<file path="config.mk">
export PLATFORM = sky130hd
export DESIGN_NAME = shift_receiver_flat
export DESIGN_NICKNAME = d
export VERILOG_FILES = /design/src/rtl/shift_rx_pkg.sv /design/src/rtl/shift_rx_if.sv /design/src/rtl/shift_rx_sync.sv /design/src/rtl/shift_receiver.sv /design/src/flat_wrapper.sv
export SDC_FILE = /design/constraint.sdc
export NUM_CORES = 1
export LEC_CHECK = 0
export BUFFER_PORTS_ARGS = -buffer_cell sky130_fd_sc_hd__buf_2
export CAP_MARGIN = 20
export CELL_PAD_IN_SITES_DETAIL_PLACEMENT = 1
export CELL_PAD_IN_SITES_GLOBAL_PLACEMENT = 1
export CORE_MARGIN = 2
export CORE_UTILIZATION = 35
export CTS_CLUSTER_DIAMETER = 120
export DETAILED_ROUTE_END_ITERATION = 12
export PLACE_DENSITY_LB_ADDON = 0.1
export SYNTH_ARGS = -nofsm -noshare
export SYNTH_HDL_FRONTEND = slang
export SYNTH_SLANG_ARGS = --single-unit
export TNS_END_PERCENT = 50
</file>
<file path="constraint.sdc">
create_clock -name clk -period 2.65 [get_ports clk]
set_input_delay 0.53 -clock clk [delete_from_list [all_inputs] [get_ports clk]]
set_output_delay 0.53 -clock clk [all_outputs]
set_load 0.02 [all_outputs]
</file>
<file path="src/rtl/shift_rx_pkg.sv">
// Shared definitions for the serial-link receiver: FSM state encoding,
// frame length derivation and the lower bound on the idle timeout.
// Build option: SHIFT_RX_PARITY_EN adds a trailing even-parity bit to each frame.
package shift_rx_pkg;

    typedef enum logic [1:0] {
        ST_IDLE  = 2'd0,
        ST_SHIFT = 2'd1,
        ST_EVAL  = 2'd2
    } rx_state_e;

    // Shorter timeouts cannot separate frames at the slowest legal SCK phase.
    localparam int MIN_IDLE_CYCLES = 4;

    // Number of serial bits in one well-formed frame.
    function automatic int frame_bits(input int width);
`ifdef SHIFT_RX_PARITY_EN
        return width + 1;
`else
        return width;
`endif
    endfunction

endpackage

</file>
<file path="src/rtl/shift_rx_if.sv">
// Parallel result bus of the serial-link receiver.
// The receiver drives it through the master modport; consumers use slave.
interface shift_rx_if #(
    parameter int WIDTH = 16
);
    logic [WIDTH-1:0] data_out;
    logic             data_valid;
    logic             frame_err;
    logic             busy;

    modport master (
        output data_out,
        output data_valid,
        output frame_err,
        output busy
    );

    modport slave (
        input data_out,
        input data_valid,
        input frame_err,
        input busy
    );
endinterface

</file>
<file path="src/rtl/shift_rx_sync.sv">
// Brings the asynchronous shift clock and data into the clk domain.
// Both lines use the same synchronizer depth so SDI stays aligned to SCK;
// a third flop on SCK turns its rising edge into a one-cycle pulse.
module shift_rx_sync (
    input  logic clk,
    input  logic rst_n,
    input  logic sck_in,
    input  logic sdi_in,
    output logic sdi_s,
    output logic sck_rise
);
    logic [1:0] sck_sync_q, sck_sync_d;
    logic [1:0] sdi_sync_q, sdi_sync_d;
    logic       sck_prev_q, sck_prev_d;

    // Next values: shift each line one stage deeper, remember last synced SCK.
    always_comb begin
        sck_sync_d = {sck_sync_q[0], sck_in};
        sdi_sync_d = {sdi_sync_q[0], sdi_in};
        sck_prev_d = sck_sync_q[1];
    end

    // Synchronizer and edge-detect registers.
    always_ff @(posedge clk or negedge rst_n) begin
        if (!rst_n) begin
            sck_sync_q <= '0;
            sdi_sync_q <= '0;
            sck_prev_q <= 1'b0;
        end else begin
            sck_sync_q <= sck_sync_d;
            sdi_sync_q <= sdi_sync_d;
            sck_prev_q <= sck_prev_d;
        end
    end

    assign sdi_s    = sdi_sync_q[1];
    assign sck_rise = sck_sync_q[1] & ~sck_prev_q;

endmodule

</file>
<file path="src/rtl/shift_receiver.sv">
// Serial-link receiver: reassembles MSB-first frames from the two-wire
// shift-out port and presents them as parallel words with valid/error strobes.
// Build option: SHIFT_RX_PARITY_EN expects WIDTH data bits plus one even-parity bit.
//
//   state    | meaning
//   ---------+--------------------------------------------------------------
//   ST_IDLE  | no frame in progress; first SCK edge starts one
//   ST_SHIFT | collecting bits; idle timer counts clk cycles since last edge
//   ST_EVAL  | one cycle: check length/parity, issue data_valid or frame_err
module shift_receiver
    import shift_rx_pkg::*;
#(
    parameter int WIDTH       = 16,
    parameter int IDLE_CYCLES = 64
) (
    input  logic        clk,
    input  logic        rst_n,
    input  logic        ena,
    input  logic        sck_in,
    input  logic        sdi_in,
    shift_rx_if.master  rx
);
    localparam int FRAME_BITS = frame_bits(WIDTH);
    localparam int IDLE_EFF   = (IDLE_CYCLES < MIN_IDLE_CYCLES) ? MIN_IDLE_CYCLES : IDLE_CYCLES;
    localparam int CNT_W      = $clog2(FRAME_BITS + 2);
    localparam int TMR_W      = $clog2(IDLE_EFF);

    localparam logic [CNT_W-1:0] CNT_FRAME = CNT_W'(FRAME_BITS);
    localparam logic [CNT_W-1:0] CNT_MAX   = CNT_W'(FRAME_BITS + 1);
    localparam logic [TMR_W-1:0] TMR_LAST  = TMR_W'(IDLE_EFF - 1);

    logic sdi_s;
    logic sck_rise;

    shift_rx_sync u_sync (
        .clk      (clk),
        .rst_n    (rst_n),
        .sck_in   (sck_in),
        .sdi_in   (sdi_in),
        .sdi_s    (sdi_s),
        .sck_rise (sck_rise)
    );

    rx_state_e        state_q, state_d;
    logic [WIDTH-1:0] shreg_q, shreg_d;
    logic [CNT_W-1:0] cnt_q,   cnt_d;
    logic [TMR_W-1:0] tmr_q,   tmr_d;
    logic [WIDTH-1:0] data_q,  data_d;
    logic             valid_q, valid_d;
    logic             err_q,   err_d;
    logic             busy_q,  busy_d;

    logic [WIDTH-1:0] shreg_shift;
    logic             parity_ok;

`ifdef SHIFT_RX_PARITY_EN
    logic par_q, par_d;
    logic par_shift;

    // shreg and par_q form one chain; after WIDTH+1 edges par_q holds the parity bit.
    always_comb begin
        shreg_shift = {shreg_q[WIDTH-2:0], par_q};
        par_shift   = sdi_s;
        parity_ok   = ~(^shreg_q ^ par_q);
    end
`else
    // Without parity every correctly sized frame is accepted.
    always_comb begin
        shreg_shift = {shreg_q[WIDTH-2:0], sdi_s};
        parity_ok   = 1'b1;
    end
`endif

    // Frame FSM next-state, shift register, bit counter, idle timer and strobes.
    always_comb begin
        state_d = state_q;
        shreg_d = shreg_q;
        cnt_d   = cnt_q;
        tmr_d   = tmr_q;
        data_d  = data_q;
        valid_d = 1'b0;
        err_d   = 1'b0;
`ifdef SHIFT_RX_PARITY_EN
        par_d   = par_q;
`endif
        if (!ena) begin
            state_d = ST_IDLE;
            cnt_d   = '0;
            tmr_d   = '0;
        end else begin
            case (state_q)
                ST_IDLE: begin
                    if (sck_rise) begin
                        shreg_d = shreg_shift;
`ifdef SHIFT_RX_PARITY_EN
                        par_d   = par_shift;
`endif
                        cnt_d   = CNT_W'(1);
                        tmr_d   = '0;
                        state_d = ST_SHIFT;
                    end
                end
                ST_SHIFT: begin
                    if (sck_rise) begin
                        shreg_d = shreg_shift;
`ifdef SHIFT_RX_PARITY_EN
                        par_d   = par_shift;
`endif
                        if (cnt_q != CNT_MAX) begin
                            cnt_d = cnt_q + CNT_W'(1);
                        end
                        tmr_d = '0;
                    end else if (tmr_q == TMR_LAST) begin
                        state_d = ST_EVAL;
                    end else begin
                        tmr_d = tmr_q + TMR_W'(1);
                    end
                end
                ST_EVAL: begin
                    // Any SCK edge landing here is deliberately dropped.
                    if (cnt_q == CNT_FRAME && parity_ok) begin
                        data_d  = shreg_q;
                        valid_d = 1'b1;
                    end else begin
                        err_d = 1'b1;
                    end
                    cnt_d   = '0;
                    tmr_d   = '0;
                    state_d = ST_IDLE;
                end
                default: begin
                    state_d = ST_IDLE;
                    cnt_d   = '0;
                    tmr_d   = '0;
                end
            endcase
        end
        busy_d = (state_d != ST_IDLE);
    end

    // Register all FSM state and outputs.
    always_ff @(posedge clk or negedge rst_n) begin
        if (!rst_n) begin
            state_q <= ST_IDLE;
            shreg_q <= '0;
            cnt_q   <= '0;
            tmr_q   <= '0;
            data_q  <= '0;
            valid_q <= 1'b0;
            err_q   <= 1'b0;
            busy_q  <= 1'b0;
`ifdef SHIFT_RX_PARITY_EN
            par_q   <= 1'b0;
`endif
        end else begin
            state_q <= state_d;
            shreg_q <= shreg_d;
            cnt_q   <= cnt_d;
            tmr_q   <= tmr_d;
            data_q  <= data_d;
            valid_q <= valid_d;
            err_q   <= err_d;
            busy_q  <= busy_d;
`ifdef SHIFT_RX_PARITY_EN
            par_q   <= par_d;
`endif
        end
    end

    assign rx.data_out   = data_q;
    assign rx.data_valid = valid_q;
    assign rx.frame_err  = err_q;
    assign rx.busy       = busy_q;

endmodule
</file>
<file path="src/flat_wrapper.sv">
// flat-port wrapper written by rule: the top's interface ports become plain ports
module shift_receiver_flat import shift_rx_pkg::*;
#(
    parameter int WIDTH       = 16,
    parameter int IDLE_CYCLES = 64
)
  (clk, rst_n, ena, sck_in, sdi_in, rx_data_out, rx_data_valid, rx_frame_err, rx_busy);
  shift_rx_if #(.WIDTH(WIDTH)) rx_i ();
  input  logic clk;
  input  logic rst_n;
  input  logic ena;
  input  logic sck_in;
  input  logic sdi_in;
  output wire logic [$bits(rx_i.data_out)-1:0] rx_data_out;
  output wire logic [$bits(rx_i.data_valid)-1:0] rx_data_valid;
  output wire logic [$bits(rx_i.frame_err)-1:0] rx_frame_err;
  output wire logic [$bits(rx_i.busy)-1:0] rx_busy;
  assign rx_data_out = rx_i.data_out;
  assign rx_data_valid = rx_i.data_valid;
  assign rx_frame_err = rx_i.frame_err;
  assign rx_busy = rx_i.busy;
  shift_receiver #(.WIDTH(WIDTH), .IDLE_CYCLES(IDLE_CYCLES)) u_core (.clk(clk), .rst_n(rst_n), .ena(ena), .sck_in(sck_in), .sdi_in(sdi_in), .rx(rx_i));
endmodule
</file>
# [After elaboration in Yosys (flattened, before gate mapping)]
# Index checks and enable logic that the tools add are counted.
[word_totals] regBits=53 in_bits=5
[classes] addsub=2 eq_ne=9 n_mux=21 bitwise=2 reduce_logical=7
[ops] cell="$mux 6" count=4
[ops] cell="$mux 5" count=4
[ops] cell="$pmux 6 s2" count=1
[ops] cell="$pmux 5 s2" count=1
[ops] cell="$ne 3x2->1 const B" count=3
[ops] cell="$reduce_and 3->1" count=3
[ops] cell="$mux 2" count=4
[ops] cell="$add 6x1->6 const B" count=1
[ops] cell="$eq 6x6->1 const B" count=1
[ops] cell="$mux 1" count=6
[ops] cell="$add 5x1->5 const B" count=1
[ops] cell="$eq 5x5->1 const B" count=1
[ops] cell="$ne 5x5->1 const B" count=1
[ops] cell="$ne 4x3->1 const B" count=1
[ops] cell="$pmux 2 s2" count=1
[ops] cell="$eq 2x1->1 const B" count=1
[ops] cell="$eq 2x2->1 const B" count=1
[ops] cell="$logic_not 2->1" count=1
[ops] cell="$reduce_and 2->1" count=1
[ops] cell="$reduce_bool 2->1" count=1
[ops] cell="$reduce_or 2->1" count=1
[ops] cell="$and 1x1->1" count=1
[ops] cell="$not 1->1" count=1

# [Logic depth before layout (Yosys ltp)]
# Gate-level depths: netlist of the first run.
[logic_depth] ltp_word=6 ltp_mapped=6 depth_no_buf=5

# [Hierarchy]
# Synthesis of the first run repeated with hierarchy kept, for this count alone.
[hier_totals] cells_unflattened=159 area_unflattened_um2=2240.9
[modules_own_cells] module="shift_receiver" n_inst=1 cells_each=153 area_per_inst_um2=2102.0
[modules_own_cells] module="shift_rx_sync" n_inst=1 cells_each=6 area_per_inst_um2=138.9

# [Worst setup path before layout of the first run]
# OpenSTA, ideal clock, no wires.
[synth_path] kind="reg-to-reg" start="register u_core.cnt_q[2]" end="register u_core.data_q[10] (netlist: u_core.rx.data_out[10])" arrival_ps=1396 required_time_ps=2523 setup_slack_ps=1127 stages_incl_launch_ff=6 path_buffers=1 synth_period_minus_slack_ps=1523 cell_sequence="dfrtp_1 nor3b_2 nand2_2 nor2_8 buf_8 mux2_1"
[synth_via] elab_chain_cells=2
[synth_lines] item="start, declared" line_no="shift_receiver.sv:46" source="logic [CNT_W-1:0] cnt_q, cnt_d;"
[synth_lines] item="start signal, assigned" line_no="shift_receiver.sv:158" source="cnt_q <= cnt_d;"
[synth_lines] item="$eq 5x5->1" line_no="shift_receiver.sv:121" source="if (cnt_q == CNT_FRAME && parity_ok) begin"
[synth_lines] item="$reduce_and 3->1 (no line)"
[synth_lines] item="end signal, assigned" line_no="shift_receiver.sv:160" source="data_q <= data_d;"
[synth_lines] item="end, declared" line_no="shift_receiver.sv:48" source="logic [WIDTH-1:0] data_q, data_d;"
# Every way passes these cells.
# A chain may end at the register's enable or synchronous reset.

# [Worst setup path after layout of the first run]
[layout_path] start="register u_core.cnt_q[2]" end="register u_core.data_q[11] (netlist: u_core.rx.data_out[11])"
# The elaborated chain is that of the path after synthesis.

==> results of run 1 <==
## routing by layer
layer	vias to the layer above	wire (um)
li1	604	-
met1	637	1790
met2	16	2000
met3	2	126
met4	0	21
met5	-	0
## synthesized netlist by cell type (2+ instances only)
cell type | count | area, um2
a221o_1 | 2 | 20.0
nand3_1 | 8 | 40.0
nor2_1 | 7 | 26.3
mux2_1 | 12 | 135
mux2_2 | 20 | 225
inv_1 | 2 | 7.51
nor2b_1 | 3 | 18.8
nand2b_1 | 2 | 12.5
and3_1 | 3 | 18.8
o21ai_0 | 4 | 20.0
nand2_1 | 6 | 22.5
dfrtp_1 | 53 | 1330
a32o_1 | 2 | 20.0
and4_1 | 2 | 17.5
ha_1 | 4 | 50.1
a21oi_1 | 3 | 15.0
nor3_1 | 3 | 15.0
## flip-flops by register name, summed over array words and instances (netlist names)
name	flops
u_core.cnt_q	5
u_core.rx.frame_err	1
u_core.tmr_q	6
u_core.u_sync.sck_sync_q	2
u_core.shreg_q	16
u_core.u_sync.sck_prev_q	1
u_core.rx.data_valid	1
u_core.state_q	2
u_core.u_sync.sdi_sync_q	2
u_core.rx.data_out	16
u_core.rx.busy	1
## power groups by stage
stage | Sequential [mW] | Clock (mW) | Combinational, mW
after floorplan | 0.923 | 0 | 0.0831
after global placement | 0.945 | 0 | 0.114
after detailed placement | 0.948 | 0 | 0.118
after CTS | 0.932 | 0.515 | 0.119
after global routing | 0.940 | 0.550 | 0.133
final | 0.930 | 0.485 | 0.115
## placed cells by master, fill, tap and decap left out, types with 2 or more instances in the layout
cell type | netlist | final
a21oi_1 | 3 | 3
a221o_1 | 2 | 2
a32o_1 | 2 | 2
and3_1 | 3 | 3
and4_1 | 2 | 2
buf_2 | 1 | 23
clkbuf_8 | 0 | 6
dfrtp_1 | 53 | 53
ha_1 | 4 | 4
inv_1 | 2 | 2
mux2_1 | 12 | 12
mux2_2 | 20 | 20
nand2_1 | 6 | 6
nand2b_1 | 2 | 2
nand3_1 | 8 | 8
nor2_1 | 7 | 7
nor2b_1 | 3 | 3
nor3_1 | 3 | 3
o21ai_0 | 4 | 4
## how the worst min path moves through the flow
stage | start | endpoint | slack (ns) | cells past startpoint
final | rst_n | u_core.cnt_q[3] | 0.25 | 1
after CTS | rst_n | u_core.cnt_q[3] | 0.26 | 1
after detailed placement | u_core.u_sync.sck_sync_q[0] | u_core.u_sync.sck_sync_q[1] | 0.34 | 0
after floorplan | rst_n | u_core.cnt_q[0] | 0.23 | 0
after global placement | u_core.u_sync.sck_sync_q[0] | u_core.u_sync.sck_sync_q[1] | 0.33 | 0
after global routing | rst_n | u_core.cnt_q[3] | 0.28 | 1
## kinds of logic (layout without fill, tap and decap cells)
logic type,after synthesis,count (layout),synth area share (%)
flops,53,53,61.5
compound gates,15,15,5.17
buf+inv,5,34,1.62
simple gates,44,44,12.2
mux,32,32,16.7
xor+xnor,1,1,0.406
fa+ha+maj,4,4,2.32
## layout make-up
cell class / count / area, um2
clock buffer: 6 / 82.6
clock inverter: 2 / 17.5
fill: 632 / 3460
inverter: 2 / 7.51
multi-input combinational: 96 / 795
sequential: 53 / 1330
tap: 75 / 93.8
timing repair buffer: 24 / 135
## per-stage QoR
| stage | std cells | hold WS [ns] |
|---|---|---|
| after floorplan | 154 | 0.234 |
| after global placement | 250 | 0.334 |
| after detailed placement | 250 | 0.343 |
| after CTS | 258 | 0.259 |
| after global routing | 258 | 0.275 |
| final | 258 | 0.250 |
==> run metrics, run 1 <==
result of the run finished clean; Initial Utilization about 36%; DRT iter0 DRCs 25; total net switching power ~380 uW; global route hottest layer met2; Final Max Slew Viols 0; post-synthesis instance total around 150; vias in the first global route about 1.3k; # hold bufs at CTS 0; Yosys cell types 35; die width slightly above 80 um; CTS sink count 53; most used flip-flop cell after synthesis dfrtp_1; global-route wire length before repair ~6400 um; Reg clk slew, reported paths about 0.1 ns; Pre-Repair DR Iteration Count 4; pre-CTS setup slack 0.938 ns; P_int ~1.2 mW; CTS Buf Count 5; warnings from Yosys 0; Slew headroom 55.5%; reg2reg end u_core.rx.data_out[11]; n_diodes 0; CP Cell Sequence nor3b_2 -> nand2_2 -> nor2_8 -> mux2_1; flop2flop setup slack slightly above 1 ns; CTS Root Cell clkbuf_8; post-CTS setup buffers 0; PD cells ~620 nW/um2; max incr delay on CP ~0.44 ns; # rows 28; CTS tree done; WP data arrival approximately 1.8 ns; post-route setup slack 1.01 ns; clk_lat worst skew around 0.3 ns; Final GP Congestion a little over 0.7; Post-DRT Antenna Nets 0; initial antenna violation count 0; Die Area between 6000 and 7000 um2; post-layout util roughly two fifths; Post-Route Setup TNS 0 ns; Tightest Pin Transition 0.667 ns; MaxCap Viol Count 0; Final setup viols 0; Worst Path Buf+Inv 0; ys async rst share between 90% and 100%; Fin. Hold Viols 0; worst-path fanout max 17; Top Ports 24; clock skew 0.00443 ns; fin crit period 1.64 ns; Setup crit end u_core.rx.data_out[11]; # DRC 0; NumNets Final ~190; Pwr Total 1.53 mW; Clock Power Share 31.7%; peak supply drop 0.255 mV; Crit. path cell count 4; Global Route Usage Sum between 10% and 20%; switch share about a quarter; Placed Instance Area roughly 2400 um2; GR met1 Demand/Resource between 10% and 20%; critical path class reg -> reg; CTS H-tree depth 2; FF-to-FF Start u_core.cnt_q[2]; Core Area about 5900 um2; fraction of layout cells with a size suffix above 1 31.7%; grt met2 use between 20% and 30%; critical path required time around 2.8 ns; Post-synth EDFFs 0; Leak Pwr about 1.3 nW; Buffers on Ports 23; RSZ-0062 raised after global routing false; synthesis-to-layout area growth 14.0%; #FFs+latches synth between 50 and 60; Worst Setup SP u_core.cnt_q[2]; Crit. End Element flop; grt met3 use approximately 3.3%; design area 2460 um2; vias post-DR 1,259; fin crit share 62.0%; gr ovfl total 0; Flop pwr share 60.8%; crit path max-delay cell type dfrtp_1; delay-heaviest family, CP simple AND/OR/NAND/NOR gates; Worst Reg-to-Reg Cells 4; WL/cell around 15 um; Synth Area per Inst 14.0 um2; hpwl dp between 2000 and 3000 um; register area share after synthesis 61.5%; Vias/cell 4.88; Post-CTS Resized 0; Hold WC Path Type in -> async; die height 82.5 um; FMAX about 0.61 GHz; syn_nets between 150 and 200; combinational power share about 7.5%; Clock Tree Buf Depth 2; largest net degree at the start of global routing 28; Detailed Route WL slightly below 4000 um; Setup crit start kind flop; Post-Synthesis Cell Area between 2000 and 2500 um2
Note: power is estimated with default switching activity, not from simulation.
==> run 2, diff against run 1 <==
clock period = 1.6 ns   (was 2.65 ns; I/O delays follow)
==> run metrics, run 2 (synthesized netlist as in run 1, its figures left out) <==
# hold bufs at CTS 0 (unchanged); switch share 22.3% (-2.3 points); Final Max Slew Viols 0 (unchanged); Post-DRT Antenna Nets 0 (unchanged); CTS Buf Count 5 (unchanged); Worst Reg-to-Reg Cells 5 (+1); Slew headroom 79.9% (+24 points); CTS tree done; Pre-Repair DR Iteration Count 4 (unchanged); Fin. Hold Viols 4 (+4); PD cells 1030 nW/um2 (+66%); n_diodes 0 (unchanged); fraction of layout cells with a size suffix above 1 35.2% (+3.5 points); commonest cells after routing, fill and taps aside dfrtp_1, buf_2, mux2_2; CP Cell Sequence nor3b_2 -> nand2_2 -> nor2_8 -> buf_12 -> mux2_1; result of the run complete, but fails checks; Crit. End Element flop; CTS H-tree depth 2 (unchanged); fin crit share 92.3% (+30 points); post-CTS setup buffers 0 (unchanged); Tightest Pin Transition 0.299 ns (-0.368 ns); Leak Pwr 1.35 nW (+5.3%); Placed Instance Area 2470 um2 (+4.8%); Buffers on Ports 23 (unchanged); Flop pwr share 57.2% (-3.6 points); Worst Path Buf+Inv 1 (+1); Final GP Congestion 0.719 (-0.29%); initial antenna violation count 0 (unchanged); NumNets Final 201 (+5.2%); Crit. path cell count 5 (+1); clock skew 0.00581 ns (+0.00138 ns); vias post-DR 1,342 (+6.6%); FMAX 0.677 GHz (+11%); CTS Root Cell clkbuf_8; fin crit period 1.48 ns (-0.167 ns); Setup crit start kind flop; Clock Tree Buf Depth 2 (unchanged); clk_lat worst skew 0.30 ns (about the same); Reg clk slew, reported paths 0.09 ns (about the same); Post-Route Setup TNS 0 ns (unchanged); total net switching power 594 uW (+58%); design area 2590 um2 (+5.3%); max incr delay on CP 0.40 ns (-0.04 ns); peak supply drop 0.521 mV (+100%); MaxCap Viol Count 0 (unchanged); WP data arrival 1.66 ns (-0.17 ns); crit path max-delay cell type dfrtp_1; flop2flop setup slack 0.12 ns (-0.88 ns); # rows 28 (unchanged); critical path required time 1.78 ns (-1.06 ns); delay-heaviest family, CP simple AND/OR/NAND/NOR gates; Layout fillers 625 (-1.1%); Hold WC Path Type in -> async; die height 82.5 um (unchanged); hpwl dp 2920 um (+5.3%); Core Area 5920 um2 (unchanged); RSZ-0062 raised after global routing false; Initial Utilization 36.4% (unchanged); # DRC 0 (unchanged); WL/cell 15.5 um (+1.4%); vias in the first global route 1,482 (+13%); Detailed Route WL 4140 um (+5.3%); final hold slack -0.00732 ns (-0.257 ns); gr ovfl total 0 (unchanged); failing checks hold timing; synthesis-to-layout area growth 20.1%; DRT iter0 DRCs 31 (+24%); global-route wire length before repair 7220 um (+12%); Die Area 6800 um2 (unchanged); Clock Power Share 34.9% (+3.2 points); Top Ports 24 (unchanged); critical path class reg -> reg; commonest non-fill, non-tap cell in the layout dfrtp_1; worst-path fanout max 10 (-7); P_int 2.08 mW (+80%); Post-CTS Resized 0 (unchanged); Global Route Usage Sum 14.3% (+1.5 points); combinational power share 7.9% (+0.4 points); CTS sink count 53 (unchanged); Final setup viols 0 (unchanged); Vias/cell 5.01 (+2.6%); die width 82.5 um (unchanged); largest net degree at the start of global routing 54 (+93%)
-- run 2: layout make-up --
type	count	area [um2]	area share (%)
clock buffers	7	86.3	3.33
flip-flops and latches	53	1330	51.2
multi-input cells	96	797	30.8
clock inverters	1	30.0	1.16
inverters	2	7.51	0.290
repair buffers	34	248	9.57
well taps	75	93.8	3.62
-- run 2: per-stage QoR --
stage / total power [mW] / worst slack (ns) / std cells / utilization, % / hold slack (ns)
2_1_floorplan: 1.67 / 0.0769 / 154 / - / 0.0244
3_3_place_gp: 1.76 / 0.120 / 260 / 41.7 / 0.331
3_5_place_dp: 1.77 / 0.0958 / 260 / 41.7 / 0.340
4_1_cts: 2.72 / 0.0634 / 268 / 43.7 / 0.00540
5_1_grt: 2.81 / 0.0247 / 268 / 43.7 / 0.0102
6_report: 2.67 / 0.123 / 268 / 43.7 / -0.00732
-- run 2: path summary, 6_finish.rpt --
check	endpoint	from
hold / removal	u_core.cnt_q[1]	rst_n
max in group asynchronous	u_core.shreg_q[2]	rst_n
min in group clk	u_core.u_sync.sdi_sync_q[0]	sdi_in
setup / recovery	u_core.rx.data_out[11]	u_core.cnt_q[2]
hold reg to reg	u_core.u_sync.sck_sync_q[1]	u_core.u_sync.sck_sync_q[0]
setup reg to reg	u_core.rx.data_out[11]	u_core.cnt_q[2]
-- run 2: routing by layer --
metal	GRT usage (%)	wire, um	part of all wire (%)
met3	3.26	142	3.4
met1	18.7	1860	45
met5	0	0	0
met2	23.2	2090	51
met4	5.00	42	1.0
-- run 2: power groups by stage --
stage | combinational [mW] | clock, mW | sequential, mW
global route | 0.236 | 1.02 | 1.55
floorplan | 0.138 | 0 | 1.53
global placement | 0.209 | 0 | 1.55
finish | 0.212 | 0.931 | 1.53
detailed placement | 0.218 | 0 | 1.55
CTS | 0.219 | 0.969 | 1.53
